--- src/rtl/reg_write_arbiter_if.sv ---
// Write-request handshake bundle shared by requester A (SPI decoder) and
// requester B (sequencer) toward the configuration register arbiter.
interface reg_write_arbiter_if;
   logic       a_req;
   logic [6:0] a_addr;
   logic [7:0] a_data;
   logic       a_ack;
   logic       b_req;
   logic [6:0] b_addr;
   logic [7:0] b_data;
   logic       b_ack;

   modport master (
      output a_req, a_addr, a_data, b_req, b_addr, b_data,
      input  a_ack, b_ack
   );

   modport slave (
      input  a_req, a_addr, a_data, b_req, b_addr, b_data,
      output a_ack, b_ack
   );
endinterface

--- src/rtl/reg_write_arbiter.sv ---
// Round-robin arbitrated write port owning the five configuration registers.
// Optional REG_ARB_ERR_EN adds a_err/b_err out-of-range write indicators.
//
// state   | meaning
// IDLE    | waiting for a request; grant and latch addr/data on a request
// COMMIT  | write held data to the addressed register, raise the winner's ack
// RELEASE | drop ack, return to IDLE
module reg_write_arbiter #(
   parameter logic [6:0] MAX_ADDR = 7'h04
) (
   input  logic                clk,
   input  logic                rst_n,
   reg_write_arbiter_if.slave  bus,
   output logic                busy,
   output logic [7:0]          en_reg_out_7_0,
   output logic [7:0]          en_reg_out_15_8,
   output logic [7:0]          en_reg_pwm_7_0,
   output logic [7:0]          en_reg_pwm_15_8,
   output logic [7:0]          pwm_duty_cycle
`ifdef REG_ARB_ERR_EN
   ,
   output logic                a_err,
   output logic                b_err
`endif
);

   typedef enum logic [1:0] {
      IDLE    = 2'd0,
      COMMIT  = 2'd1,
      RELEASE = 2'd2
   } state_t;

   state_t     state;
   logic       grant_b;
   logic       last_grant_b;
   logic [6:0] hold_addr;
   logic [7:0] hold_data;
   logic       win_b;
   logic       in_range;

   // Under contention the requester that was not granted last wins.
   assign win_b    = bus.b_req & (~bus.a_req | ~last_grant_b);
   assign in_range = (hold_addr <= MAX_ADDR);

   always_ff @(posedge clk or negedge rst_n) begin
      if (!rst_n) begin
         state           <= IDLE;
         grant_b         <= 1'b0;
         last_grant_b    <= 1'b1;
         hold_addr       <= 7'h00;
         hold_data       <= 8'h00;
         busy            <= 1'b0;
         bus.a_ack       <= 1'b0;
         bus.b_ack       <= 1'b0;
         en_reg_out_7_0  <= 8'h00;
         en_reg_out_15_8 <= 8'h00;
         en_reg_pwm_7_0  <= 8'h00;
         en_reg_pwm_15_8 <= 8'h00;
         pwm_duty_cycle  <= 8'h00;
`ifdef REG_ARB_ERR_EN
         a_err           <= 1'b0;
         b_err           <= 1'b0;
`endif
      end else begin
         case (state)
            IDLE: begin
               if (bus.a_req | bus.b_req) begin
                  grant_b      <= win_b;
                  last_grant_b <= win_b;
                  hold_addr    <= win_b ? bus.b_addr : bus.a_addr;
                  hold_data    <= win_b ? bus.b_data : bus.a_data;
                  busy         <= 1'b1;
                  state        <= COMMIT;
               end
            end
            COMMIT: begin
               if (in_range) begin
                  case (hold_addr)
                     7'h00:   en_reg_out_7_0  <= hold_data;
                     7'h01:   en_reg_out_15_8 <= hold_data;
                     7'h02:   en_reg_pwm_7_0  <= hold_data;
                     7'h03:   en_reg_pwm_15_8 <= hold_data;
                     7'h04:   pwm_duty_cycle  <= hold_data;
                     default: ;
                  endcase
               end
               bus.a_ack <= ~grant_b;
               bus.b_ack <= grant_b;
`ifdef REG_ARB_ERR_EN
               a_err     <= ~grant_b & ~in_range;
               b_err     <= grant_b & ~in_range;
`endif
               state     <= RELEASE;
            end
            RELEASE: begin
               bus.a_ack <= 1'b0;
               bus.b_ack <= 1'b0;
`ifdef REG_ARB_ERR_EN
               a_err     <= 1'b0;
               b_err     <= 1'b0;
`endif
               busy      <= 1'b0;
               state     <= IDLE;
            end
            default: begin
               busy  <= 1'b0;
               state <= IDLE;
            end
         endcase
      end
   end

endmodule

--- src/flat_wrapper.sv ---
// flat-port wrapper written by rule: the top's interface ports become plain ports
module reg_write_arbiter_flat 
#(
   parameter logic [6:0] MAX_ADDR = 7'h04
)
  (clk, rst_n, busy, en_reg_out_7_0, en_reg_out_15_8, en_reg_pwm_7_0, en_reg_pwm_15_8, pwm_duty_cycle, bus_a_req, bus_a_addr, bus_a_data, bus_b_req, bus_b_addr, bus_b_data, bus_a_ack, bus_b_ack);
  reg_write_arbiter_if bus_i ();
  input  logic clk;
  input  logic rst_n;
  output logic busy;
  output logic [7:0] en_reg_out_7_0;
  output logic [7:0] en_reg_out_15_8;
  output logic [7:0] en_reg_pwm_7_0;
  output logic [7:0] en_reg_pwm_15_8;
  output logic [7:0] pwm_duty_cycle;
  input wire logic [$bits(bus_i.a_req)-1:0] bus_a_req;
  input wire logic [$bits(bus_i.a_addr)-1:0] bus_a_addr;
  input wire logic [$bits(bus_i.a_data)-1:0] bus_a_data;
  input wire logic [$bits(bus_i.b_req)-1:0] bus_b_req;
  input wire logic [$bits(bus_i.b_addr)-1:0] bus_b_addr;
  input wire logic [$bits(bus_i.b_data)-1:0] bus_b_data;
  output wire logic [$bits(bus_i.a_ack)-1:0] bus_a_ack;
  output wire logic [$bits(bus_i.b_ack)-1:0] bus_b_ack;
  assign bus_i.a_req = bus_a_req;
  assign bus_i.a_addr = bus_a_addr;
  assign bus_i.a_data = bus_a_data;
  assign bus_i.b_req = bus_b_req;
  assign bus_i.b_addr = bus_b_addr;
  assign bus_i.b_data = bus_b_data;
  assign bus_a_ack = bus_i.a_ack;
  assign bus_b_ack = bus_i.b_ack;
  reg_write_arbiter #(.MAX_ADDR(MAX_ADDR)) u_core (.clk(clk), .rst_n(rst_n), .bus(bus_i), .busy(busy), .en_reg_out_7_0(en_reg_out_7_0), .en_reg_out_15_8(en_reg_out_15_8), .en_reg_pwm_7_0(en_reg_pwm_7_0), .en_reg_pwm_15_8(en_reg_pwm_15_8), .pwm_duty_cycle(pwm_duty_cycle));
endmodule
--- config.mk ---
export PLATFORM = sky130hd
export DESIGN_NAME = reg_write_arbiter_flat
export DESIGN_NICKNAME = d
export VERILOG_FILES = /design/src/rtl/reg_write_arbiter_if.sv /design/src/rtl/reg_write_arbiter.sv /design/src/flat_wrapper.sv
export SDC_FILE = /design/constraint.sdc
export NUM_CORES = 1
export LEC_CHECK = 0
export ABC_AREA = 1
export CAP_MARGIN = 5
export CORE_AREA = 4 4 62 106
export CTS_CLUSTER_DIAMETER = 30
export DETAILED_ROUTE_END_ITERATION = 7
export DIE_AREA = 0 0 66 110
export PLACE_DENSITY_LB_ADDON = 0.25
export SETUP_SLACK_MARGIN = 0.05
export SLEW_MARGIN = 0
export SYNTH_ARGS = -nofsm -noshare
export SYNTH_HDL_FRONTEND = slang
export SYNTH_SLANG_ARGS = --single-unit
export TNS_END_PERCENT = 20
--- constraint.sdc ---
create_clock -name clk -period 4.18 [get_ports clk]
set_input_delay 0.836 -clock clk [delete_from_list [all_inputs] [get_ports clk]]
set_output_delay 0.836 -clock clk [all_outputs]
set_load 0.02 [all_outputs]
==> run summary <==
YS warnings: 0
Post-DRT Antenna Nets: 0
Row cnt: 36
Core area: 0.005630 sq mm
Cell Chain, Critical Path: clkdlybuf4s50_1 > nor2_4 > nor2_4 > inv_2 > nand2_1 > nand2_1
Number of enable flip-flop cells after synthesis: 0
Final nets: 455
CP Buf/Inv Count: 2
Largest net degree at the start of global routing: 46
Placement Setup Slack: 1.520 ns
Max_slew headroom: 0.3692
Crit-path slowest cell: clkdlybuf4s50_1
RSZ-0062 raised after global routing: false
Die width: 66 microns
Filler cell count: 474
Final wirelength: 6908 microns
Num CTS Buffers: 9
Reg2reg start: u_core.state[1]
Max capacitance violation total: 0
Cells after synthesis: 339
Largest cells by area after synthesis: dfrtp_1 (53%), nand2_1 (18%), nand3_1 (9.8%)
Share of layout cells above drive strength 1: 0.09264
VDD IR-drop max: 518.7 uV
First-pass GRT wire length: 11490 microns
Hold_sp: u_core.grant_b
Post_cts resized: 0
Hold_buf cts: 0
Worst Hold Depth: 1
Leakage: 1.962 nW
Critical Path Sink Type: flip-flop
CTS sink count: 62
Netlist cell types: 18
Clock Tree Buf Depth: 2
Most frequent cell after synthesis: nand2_1
Remaining global-route overflow: 0
GP Congestion: 0.7933
H-tree depth: 3
Drt first pass iters: 4
GRT Total Usage: 0.2098
Mean post-synth cell area: 8.467 sq um
Synthesized flop and latch total: 62
Worst-path fanout max: 18
R2r setup slk: 2.00 ns
Post CTS Setup Buffer Count: 0
CP Data Arrival Time: 2.59 ns
Via Count: 2513
Critical path startpoint category: input port
Critical Path Max Stage Delay: 0.92 ns
Yosys top cell area share: 0.5318
Slew at the pin closest to its max-slew limit: 0.9440 ns
Setup violators final: 0
Die area: 0.007260 sq mm
Data required time at the worst endpoint: 4.40 ns
Die height: 110 microns
Synth async-reset ratio: 1.000
Clk root buf: clkbuf_8
Num ports: 77
ANT cells: 0
Crit path kind: input port to flip-flop
Clk Latency, worst-skew pair: 0.33 ns
Hold Path Class: flip-flop to flip-flop
DRC: 0
Most frequent cells after synthesis: nand2_1 (136), dfrtp_1 (61), nand3_1 (56), inv_1 (24), nand3b_1 (15)
Fin Setup TNS: 0 ns
R2R depth: 7
Cell type with the highest aggregate area in the netlist: dfrtp_1
Setup WS post-layout: 1.811 ns
Area grow syn2layout: 34.61%
Hold Path End: u_core.bus.a_ack
Initial antenna violation count: 0
I/O Buffers: 76
Period utilization: 0.5666
Final HPWL DP: 5068 microns
Syn Nets: 377
Via/cell ratio: 5.056
Starting Density: 0.5098
Final hold vios: 0
Sequential element share of the synthesized area: 0.5410
Reg-to-Reg End: u_core.en_reg_pwm_7_0[3]
Starting DRT DRC Count: 127
Vias in the first global route: 2388
CTS tree: yes
PwrDens: 720.9 mW/mm^2
Min Tclk post-route: 2.369 ns
Main synth FF type: dfrtp_1
Clock Skews: 0.005929 ns
Wirelength per Cell: 13.90 microns
Synth Cell Area: 0.002870 sq mm
Reg clk slew, reported paths: 0.06 ns
CP delay by family, top: buffers and inverters
Result of the run: completed
Fmax: 422.2 MHz
Count of final max-slew check failures: 0
final cells by class:
class | count | area [sq um] | share of cell area
clock buffers | 10 | 127.6 | 0.03303
clock inverters | 5 | 75.07 | 0.01943
inverters | 30 | 112.6 | 0.02915
multi-input cells | 237 | 1137 | 0.2944
flip-flops and latches | 62 | 1553 | 0.4019
well taps | 76 | 95.09 | 0.02461
repair buffers | 77 | 763.2 | 0.1975
report_power, final:
group / total (mW) / leakage (nW) / switching [mW] / internal [mW]
clock network: 0.550 / 0.106 / 0.221 / 0.329
registers: 1.08 / 0.812 / 0.224 / 0.853
logic: 1.16 / 1.04 / 0.676 / 0.482
stage by stage:
stage               utilization  hold WS [ns]  instance area (sq um)  power (mW)  std cells
finish                   0.6862        0.4678                   3864       2.785        497
global route             0.6862        0.4921                   3864       2.980        497
CTS                      0.6862        0.4701                   3864       2.805        497
detailed placement       0.6502        0.4570                   3661       2.246        482
global placement         0.6502        0.4531                   3661       2.207        482
floorplan                     -        0.4340                   2870       1.736        339
cell families after synthesis:
kind of cell             Yosys count  synth area share
AO/OA/AOI/OAI                      5          0.009588
AND/OR/NAND/NOR                  228            0.3692
buffers and inverters             40           0.06277
flip-flops                        62            0.5410
adder cells (fa/ha/maj)            4           0.01744
worst register-to-register path: stages (launching register included):
cell and delay [ns]:
dfrtp_1 0.38, inv_1 0.12, ha_1 0.22, nand2_1 0.12, nor2_4 0.75, nand2_2 0.29
nand2_1 0.14, nand2_1 0.07
sequential cells by signal, indices dropped and copies added (netlist names):
signal / flops
u_core.hold_data: 8
u_core.en_reg_pwm_15_8: 8
u_core.state: 2
u_core.en_reg_pwm_7_0: 8
u_core.hold_addr: 7
u_core.bus.b_ack: 1
u_core.last_grant_b: 1
u_core.grant_b: 1
u_core.en_reg_out_15_8: 8
u_core.pwm_duty_cycle: 8
u_core.en_reg_out_7_0: 8
u_core.busy: 1
u_core.bus.a_ack: 1
metal layers:
layer  part of all wire  vias up  global-route usage
met4              0.030        0             0.09884
met2               0.54       85              0.3790
met1               0.38     1186              0.2298
li1                   -     1225                   -
met5                  0        -                   0
met3              0.053       17             0.04462
how the worst max path moves through the flow:
stage          startpoint                  end  cells past startpoint  slack [ns]
2_1_floorplan   bus_b_req  u_core.hold_data[1]                      7        2.56
3_3_place_gp    bus_b_req  u_core.hold_data[2]                      6        1.61
3_5_place_dp    bus_b_req  u_core.hold_data[2]                      6        1.52
4_1_cts         bus_b_req  u_core.hold_addr[1]                      6        1.85
5_1_grt         bus_b_req  u_core.hold_addr[1]                      6        1.65
6_report        bus_b_req  u_core.hold_addr[1]                      6        1.81
cells in the final DEF (no fill, tap or decap):
cell type and n:
inv_1 24, clkinv_1 1, nand2_1 136, a21oi_1 1
nor2_2 1, ha_1 4, inv_2 5, nor2_1 4
nor2_4 7, o21ai_0 2, nand2_2 9, buf_2 1
clkinv_2 3, nand3_1 56, dfrtp_1 61, dfstp_2 1
clkbuf_8 9, clkbuf_1 1, buf_4 1, o22ai_1 2
bufinv_16 2, nand3b_1 15, clkdlybuf4s50_1 75
Power figures use the tool's default switching activity.
